<file path="config.mk">
export PLATFORM = sky130hd
export DESIGN_NAME = stream_fifo_buffer
export DESIGN_NICKNAME = d
export VERILOG_FILES = /design/src/rtl/stream_fifo_buffer.sv
export SDC_FILE = /design/constraint.sdc
export NUM_CORES = 1
export LEC_CHECK = 0
export ABC_AREA = 1
export BUFFER_PORTS_ARGS = -buffer_cell sky130_fd_sc_hd__buf_2
export CORE_ASPECT_RATIO = 1.5
export CORE_MARGIN = 5
export CORE_UTILIZATION = 40
export CTS_CLUSTER_DIAMETER = 100
export DETAILED_ROUTE_END_ITERATION = 6
export GPL_ROUTABILITY_DRIVEN = 0
export PLACE_DENSITY = 0.56
export SLEW_MARGIN = 40
export SYNTH_ARGS = -nofsm -noshare
export SYNTH_HDL_FRONTEND = slang
export SYNTH_SLANG_ARGS = --single-unit
export TNS_END_PERCENT = 1
</file>
<file path="constraint.sdc">
create_clock -name aclk -period 4.1 [get_ports aclk]
set_input_delay 0.205 -clock aclk [delete_from_list [all_inputs] [get_ports aclk]]
set_output_delay 0.205 -clock aclk [all_outputs]
set_load 0.03 [all_outputs]
</file>
<file path="src/rtl/stream_fifo_buffer.sv">
// stream_fifo_buffer: DEPTH-entry first-word-fall-through stream buffer with level, almost-full and flush.
// Handshake outputs decode only the level register, so out_ready never reaches in_ready combinationally.
module stream_fifo_buffer #(
    parameter int DATA_WIDTH  = 32,
    parameter int DEPTH       = 4,
    parameter int ALMOST_FULL = 3
) (
    input  logic                         aclk,
    input  logic                         areset,
    input  logic                         flush,
    input  logic [DATA_WIDTH-1:0]        in_data,
    input  logic                         in_valid,
    output logic                         in_ready,
    output logic [DATA_WIDTH-1:0]        out_data,
    output logic                         out_valid,
    input  logic                         out_ready,
    output logic [$clog2(DEPTH+1)-1:0]   level,
    output logic                         almost_full
);
    localparam int PW = $clog2(DEPTH);
    localparam int LW = $clog2(DEPTH + 1);

    logic [DATA_WIDTH-1:0] mem_q [DEPTH];
    logic [PW-1:0]         wr_ptr_q, wr_ptr_d, rd_ptr_q, rd_ptr_d;
    logic [LW-1:0]         level_q, level_d;
    logic                  wr, rd;

    // Flush wins over any same-edge handshake; pointers wrap by natural overflow.
    always_comb begin
        wr       = in_valid & in_ready;
        rd       = out_valid & out_ready;
        wr_ptr_d = flush ? '0 : wr_ptr_q + PW'(wr);
        rd_ptr_d = flush ? '0 : rd_ptr_q + PW'(rd);
        level_d  = flush ? '0 : level_q + LW'(wr) - LW'(rd);
    end

    always_ff @(posedge aclk or posedge areset) begin
        if (areset) begin
            wr_ptr_q <= '0;
            rd_ptr_q <= '0;
            level_q  <= '0;
        end else begin
            wr_ptr_q <= wr_ptr_d;
            rd_ptr_q <= rd_ptr_d;
            level_q  <= level_d;
        end
    end

    always_ff @(posedge aclk) begin
        if (wr && !flush)
            mem_q[wr_ptr_q] <= in_data;
    end

    assign in_ready    = level_q != LW'(DEPTH);
    assign out_valid   = level_q != '0;
    assign almost_full = level_q >= LW'(ALMOST_FULL);
    assign level       = level_q;
    assign out_data    = mem_q[rd_ptr_q];
endmodule

</file>
Word level (Yosys, flattened, before mapping)
Memories as Yosys holds them, arrays and structs flattened.
Index checks and enable logic that the tools add are counted.
W data, S select, Z words.
{ "totals": {"ramBits": 128, "romBits": 0, "wordCells": 20, "out_inout_bits": 38, "n_memories": 1, "ff_bits": 7, "latchBits": 0} }
{ "classes": {"eq_ne": 1, "order_cmp": 1, "bitwise_logic": 2, "n_div": 0, "n_reduce_logical": 3, "muxes": 5, "add_sub_neg": 4, "n_mul": 0, "n_shift": 0} }
{ "mem_list": {"columns": ["name", "depth", "width", "read_ports", "rd_ports_with_merged_regs", "write_ports", "line_no", "rtl"], "rows": [
  ["mem_q", 4, 32, 1, 0, 1, "23", "logic [DATA_WIDTH-1:0] mem_q [DEPTH];"]
]} }
{ "op_table": {"columns": ["operator", "n"], "rows": [
  ["$add A2 B1 Y2", 2],
  ["$mux W2", 2],
  ["$add A3 B1 Y3", 1],
  ["$ge A3 B2 Y1 const B", 1],
  ["$mux W3", 1],
  ["$ne A3 B3 Y1 const B", 1],
  ["$reduce_bool A3 Y1", 1],
  ["$sub A3 B1 Y3", 1],
  ["$and A1 B1 Y1", 2],
  ["$mux W1", 2],
  ["$logic_and A1 B1 Y1", 1],
  ["$logic_not A1 Y1", 1]
]} }

Logic depth before layout (Yosys ltp)
Gate-level depths: netlist of run 1.
{ "logic_depth": {"depth_word": 5, "depth_mapped": 10, "mapped_depth_nobuf": 10} }

Least setup slack after synthesis of run 1
No wires, ideal clock.
{ "synth_path": {"path_kind": "reg-to-reg", "start": "reg level_q[1], in the netlist level[1]", "end": "mem mem_q[0][0], enable pin", "stages_incl_launch_ff": 5, "t_arrival_ns": 2.542, "synth_period_minus_slack_ns": 2.963, "path_slack_ns": 1.137, "setup_ns": 0.421, "cell_sequence": "dfrtp_1 > nor2_1 > nand2_1 > nand3_1 > nor2_1"} }
{ "synth_via": {"elab_chain_cells": 5} }
{ "synth_rtl": {"columns": ["element", "line_no", "rtl"], "rows": [
  ["start: declaration", "25", "logic [LW-1:0] level_q, level_d;"],
  ["start signal: assignment", "45", "level_q <= level_d;"],
  ["$ne A3 B3 Y1", "54", "assign in_ready = level_q != LW'(DEPTH);"],
  ["net in_ready", "13", "output logic in_ready,"],
  ["$and A1 B1 Y1", "30", "wr = in_valid & in_ready;"],
  ["$logic_and A1 B1 Y1", "50", "if (wr && !flush)"],
  ["$mux W1", "50", null],
  ["$mux W1 (not written as such)", "51", "mem_q[wr_ptr_q] <= in_data;"],
  ["end: declaration", "23", null]
]} }
The timed path passes the listed nets, and every way through them passes these cells.

Worst setup path in the final report of run 1
{ "layout_path": {"start": "reg rd_ptr_q[0]", "end": "out out_data[24]"} }
{ "layout_via": {"elab_chain_cells": 1} }
{ "layout_rtl": {"columns": ["element", "line_no", "rtl"], "rows": [
  ["start: declaration", "24", "logic [PW-1:0] wr_ptr_q, wr_ptr_d, rd_ptr_q, rd_ptr_d;"],
  ["start signal: assignment", "44", "rd_ptr_q <= rd_ptr_d;"],
  ["$mem_v2 Z4 W32", null, null],
  ["end: declaration", "14", "output logic [DATA_WIDTH-1:0] out_data,"]
]} }
No other way between the ends.

==> results of run 1 <==
power by group:
group / switching [mW] / leakage (nW) / total (mW) / internal, mW
clock network: 0.533 / 0.294 / 1.55 / 1.01
registers: 0.0983 / 1.25 / 1.71 / 1.61
logic: 0.857 / 1.24 / 1.24 / 0.385
layer usage:
metal  vias to the layer above  share of wire  routed length, um  track usage
met5                         -              0                  0            0
met4                         0          0.017                180       0.0518
met3                        18          0.044                464       0.0405
met2                        63           0.53               5630        0.246
met1                      1645           0.41               4270        0.153
li1                       1755              -                  -            -
logic make-up after synthesis:
logic type / count (synthesis) / share of synthesized area
xor+xnor: 2 / 0.00314
flops: 135 / 0.721
fa+ha+maj: 6 / 0.0148
buf+inv: 96 / 0.0720
simple gates: 210 / 0.142
compound gates: 37 / 0.0480
worst max path at each step:
| stage | to | cells past startpoint | startpoint |
|---|---|---|---|
| 2_1_floorplan | mem_q[0][0] | 4 | level[1] |
| 3_3_place_gp | mem_q[0][11] | 4 | level[1] |
| 3_5_place_dp | mem_q[2][11] | 5 | level[1] |
| 4_1_cts | out_data[24] | 6 | rd_ptr_q[0] |
| 5_1_grt | out_data[24] | 6 | rd_ptr_q[0] |
| 6_report | out_data[24] | 6 | rd_ptr_q[0] |
placed cells by master, fill, tap and decap left out, types with 2 or more instances in the layout:
master,netlist,final
o211ai_1,32,32
nor2_1,73,69
inv_1,75,75
ha_1,5,5
bufinv_16,0,4
buf_16,0,5
clkinv_2,0,3
clkinvlp_4,0,2
buf_2,15,74
dlygate4sd3_1,0,2
clkinv_4,0,3
o21ai_0,3,3
clkbuf_1,0,2
nand2_1,136,136
clkbuf_16,0,17
dfrtp_1,7,6
edfxtp_1,128,128
nor2_4,0,4
metrics by stage:
step                      hold WS [ns]  total power, mW  worst slack (ns)
after floorplan                0.00840             2.63              1.14
after global placement           0.163             2.92              1.87
after detailed placement         0.166             3.00              1.98
after global routing           0.00937             4.75              1.63
after CTS                     0.000177             4.56              1.76
final                           0.0146             4.50              1.79
sequential cells by signal, summed over array words and instances, names as in the netlist:
name	cells
wr_ptr_q	2
rd_ptr_q	2
mem_q	128
level	3
layout make-up:
cell class,instances,share of cell area
multi-input cells,255,0.172
clock inverters,13,0.0262
repair buffers,84,0.0828
flip-flops and latches,135,0.584
clock buffers,19,0.0629
well taps,165,0.0300
inverters,76,0.0418
==> results_dict.tcl, run 1 <==
set metrics [dict create \
    status "complete, no violations" \
    synth_most_common_cell "nand2_1" \
    start_util 0.402 \
    antenna_found_initial 0 \
    regToRegSetupSlack_ns 1.99 \
    fin_crit_sh 0.563 \
    period_needed_ns 2.31 \
    cp-end-kind "output pin" \
    grt_overflow_total 0 \
    io_pins 75 \
    hold_path_end "mem_q[1][21]" \
    wl_per_cell_um 14.1 \
    dieArea_um2 16500 \
    cts-root-buf "clkbuf_16" \
    rows 53 \
    slowest_delay_ns 0.77 \
    regArea_um2 4020 \
    cts_setup_buffers 0 \
    cts_hold_buf 2 \
    die_height_um 155 \
    ctsHtreeMaxLevel 4 \
    syn_area_per_cell_um2 11.5 \
    drc 0 \
    synth_area_leader_cell "edfxtp_1" \
    async_flop_share 0.0519 \
    n_antenna_cell 0 \
    grt_usage 0.137 \
    final_area_um2 6890 \
    path_delay_family "flip-flops" \
    final_cells 747 \
    wl_mm 10.5 \
    slowest_stage "dfrtp_4" \
    synthFlopType "edfxtp_1" \
    rsz0062_at_grt "false" \
    irDropWorstVdd_uv 378 \
    synth_edf_count 128 \
    grt_pass1_wl_mm 17.3 \
    syn_nets 529 \
    clk_pin_slew_ns 0.06 \
    crit_type "reg2out" \
    cap_violations 0 \
    ys_ff_latch 135 \
    dpl.cell_count 713 \
    grt_pass1_vias 3509 \
    synth_area_um2 5580 \
    grt_max_degree 65 \
    r2r_start "level[1]" \
    ys_warn_count 0 \
    min_path_cells 1 \
    finalHoldViolCount 0 \
    ys_types 18 \
    numCtsBuffers 17 \
    synthTopCellsByCount "nand2_1, edfxtp_1, inv_1" \
    startpoint_type "flip-flop" \
    timing.fmax_mhz 433 \
    ys_seq_area_frac 0.721 \
    synth_top_area_frac 0.689 \
    core_area_um2 13900 \
    dpl.hpwl_mm 7.03 \
    worst_pin_slew_ns 0.653 \
    hp-class "in2reg" \
    postSynthCellCount 486 \
    fin_tns_setup_ns 0 \
    placed_cell_area_um2 6250 \
    synthTopCellsByArea "edfxtp_1, nand2_1, inv_1" \
    vias 3481 \
    path_max_fanout 64 \
    drv_slew 0 \
    hp-start "in_data[21]" \
    slew-limit-headroom 0.564 \
    die_w_um 106 \
    drt_iter0_drc 166 \
    cts_tree "built" \
    fin_nets 612 \
    reg2reg_to "mem_q[3][24]" \
    ctsResizeCount 0 \
    critPathArrivalTime_ns 2.10 \
    cts.sinks 135 \
    crit_required_ns 3.89 \
    clockBufferDepth 2 \
    p_per_area_nw_per_um2 653 \
    syn_to_final_growth_pct 23.5 \
    ant_nets 0 \
    setup_viol 0 \
    crit_buf_inv 2 \
    fillers 1223 \
    drive_gt1_frac 0.201 \
    cp_cell_sequence "buf_12 -> nor2_1 -> nor2_1 -> nand2_1 -> nand2_1 -> buf_2" \
    fin_util 0.497 \
    routed_via_density 4.66 \
    skew_ns 0.00602 \
    multi_input_area_um2 1190 \
    io_buffers 74 \
    first_pass_iters 4 \
    total_leakage_power_nw 2.78 \
    rr_worst_depth 5 \
    clock_latency_ns 0.40 \
]
Note: power is estimated with default switching activity, not from simulation.
==> inputs of run 2 (changes only) <==
--- a/config.mk
+++ b/config.mk
@@ -5,7 +5,7 @@
 export SDC_FILE = /design/constraint.sdc
 export NUM_CORES = 1
 export LEC_CHECK = 0
-export ABC_AREA = 1
+export ABC_AREA = 0
 export BUFFER_PORTS_ARGS = -buffer_cell sky130_fd_sc_hd__buf_2
 export CORE_ASPECT_RATIO = 1.5
 export CORE_MARGIN = 5
==> constraint.sdc (replaced) <==
create_clock -name aclk -period 2.3 [get_ports aclk]
set_input_delay 0.115 -clock aclk [delete_from_list [all_inputs] [get_ports aclk]]
set_output_delay 0.115 -clock aclk [all_outputs]
set_load 0.03 [all_outputs]
==> run 2 against run 1 <==
  * Global-route usage is 0.42 points lower
  * Wire length is 13% lower
  * Critical path depth grew 3
==> results_dict.tcl, run 2 <==
set metrics [dict create \
    status "complete, no violations" \
    fin_nets 378 \
    async_flop_share 0.0519 \
    r2r_start "level[1]" \
    grt_usage 0.133 \
    fillers 1019 \
    swShare 0.288 \
    vias 2444 \
    ys_types 26 \
    crit_type "reg2reg" \
    startpoint_type "flip-flop" \
    p_per_area_nw_per_um2 1110 \
    hp-start "out_ready" \
    regToRegSetupSlack_ns 0.09 \
    setup_viol 0 \
    crit_start "level[1]" \
    io_pins 75 \
    synth_area_um2 5100 \
    syn_to_final_growth_pct 29.1 \
    crit_required_ns 2.59 \
    dieArea_um2 15200 \
    crit_buf_inv 2 \
    timing.fmax_mhz 453 \
    cts_tree "built" \
    drc 0 \
    first_pass_iters 4 \
    grt_overflow_total 0 \
    numCtsBuffers 17 \
    cts-root-buf "clkbuf_16" \
    dpl.hpwl_mm 5.49 \
    ant_nets 0 \
    synth_top_area_frac 0.753 \
    total_leakage_power_nw 2.30 \
    synth_edf_count 128 \
    slowest_delay_ns 0.45 \
    slowest_stage "dfrtp_2" \
    path_delay_family "adder cells" \
    path_max_fanout 5 \
    ctsHtreeMaxLevel 4 \
    grt_pass1_vias 2724 \
    cp-end-kind "flip-flop" \
    drv_slew 0 \
    seq_power_share 0.407 \
    cts.sinks 135 \
    ys_warn_count 0 \
    hold-worst-slack_ns 0.175 \
    p_clk_frac 0.341 \
    fin_crit_sh 0.959 \
    total_power_mw 7.32 \
    synthTopCellsByArea "edfxtp_1, mux4_2, dfrtp_1" \
    die_height_um 148 \
    slew-limit-headroom 0.598 \
    finalHoldViolCount 0 \
    postSynthCellCount 210 \
    rows 50 \
    drive_gt1_frac 0.424 \
    hp-class "in2reg" \
    p_comb_frac 0.252 \
    start_util 0.408 \
    synth_most_common_cell "edfxtp_1" \
    switchingPower_mw 2.11 \
    top_register "mem_q" \
    routed_via_density 4.86 \
    synthTopCellsByCount "edfxtp_1, mux4_2, dfrtp_1" \
    ys_seq_area_frac 0.788 \
    layout_commonest_cell "edfxtp_1" \
    clock_latency_ns 0.41 \
    grt_max_degree 33 \
    wl_mm 9.19 \
    largest_reg_flops 128 \
    die_w_um 102 \
    clockBufferDepth 2 \
    drt_iter0_drc 96 \
    core_area_um2 12500 \
    antenna_found_initial 0 \
    clk_pin_slew_ns 0.05 \
    period_needed_ns 2.21 \
    cap_violations 0 \
    wl_per_cell_um 18.3 \
    irDropWorstVdd_uv 645 \
    n_antenna_cell 0 \
    synth_area_leader_cell "edfxtp_1" \
    ys_ff_latch 135 \
    skew_ns 0.00696 \
    syn_area_per_cell_um2 24.3 \
    io_buffers 74 \
    worst_pin_slew_ns 0.602 \
    cp_cell_sequence "or3_4 -> and2_4 -> ha_1 -> inv_1 -> ha_1 -> inv_1 -> fa_1 -> xor2_1 -> nor2_1" \
    fin_util 0.526 \
    synthFlopType "edfxtp_1" \
    layout_common_cells "edfxtp_1, buf_2, dlygate4sd3_1" \
    syn_nets 253 \
    grt_pass1_wl_mm 14.4 \
    p_int_mw 5.21 \
    critPathArrivalTime_ns 2.50 \
]
-- run 2: cells by family after synthesis --
family / Yosys count / synth area share
AO/OA/AOI/OAI: 1 / 0.000980
flip-flops: 135 / 0.788
buffers and inverters: 14 / 0.0226
adder cells (fa/ha/maj): 6 / 0.0162
multiplexers: 32 / 0.143
XOR/XNOR: 3 / 0.00515
AND/OR/NAND/NOR: 19 / 0.0245
-- run 2: worst paths after layout --
check	cells past startpoint	endpoint
max in group asynchronous	3	level[1]
min	4	rd_ptr_q[0]
min in group asynchronous	3	level[2]
min reg2reg	2	wr_ptr_q[0]
max	9	level[2]
max reg2reg	9	level[2]
-- run 2: through the flow --
stage / instance area [um2] / setup TNS, ns / setup WS (ns) / std cells
3_3_place_gp: 5670 / 0 / 0.116 / 436
3_5_place_dp: 5680 / 0 / 0.0339 / 436
4_1_cts: 6560 / 0 / 0.0497 / 501
5_1_grt: 6580 / -0.00553 / -0.00553 / 503
6_report: 6580 / 0 / 0.0945 / 503
2_1_floorplan: 5130 / -0.000536 / -0.000536 / 210
-- run 2: area by class of cell --
class,count,area (um2),share of cell area
multi-input cells,61,1010,0.154
clock buffers,20,437,0.0663
flip-flops and latches,135,4020,0.611
repair buffers,115,788,0.120
inverters,5,18.8,0.00285
clock inverters,11,109,0.0165
well taps,156,195,0.0296
-- run 2: what timing repair did --
| item | 4_1_cts | 5_1_grt |
|---|---|---|
| setup buffers | 0 | 2 |
| gates resized for setup | 0 | 1 |
| endpoints found under the hold margin | 142 | 0 |
| setup endpoints to repair | 0 | 2 |
| hold buffers | 34 | 0 |
-- run 2: tightest hold or removal path, delay by kind of cell --
kind,cells,cell delay [ns]
and+or+nand+nor,2,0.25
adders and majority gates,1,0.11
buffers and inverters,1,0.08
-- run 2: routing by layer --
| metal | track usage | vias to the layer above | share of wire |
|---|---|---|---|
| met1 | 0.158 | 1243 | 0.42 |
| met3 | 0.0385 | 15 | 0.041 |
| li1 | - | 1128 | - |
| met4 | 0.0689 | 0 | 0.019 |
| met2 | 0.218 | 58 | 0.52 |
| met5 | 0 | - | 0 |
-- run 2: power by group through the flow --
stage	logic [mW]	registers [mW]	clock network (mW)
after floorplan	1.41	3.01	0
after global placement	1.81	3.02	0
after CTS	1.87	2.98	2.56
after detailed placement	1.82	3.03	0
after global routing	1.98	3.00	2.66
final	1.85	2.98	2.50
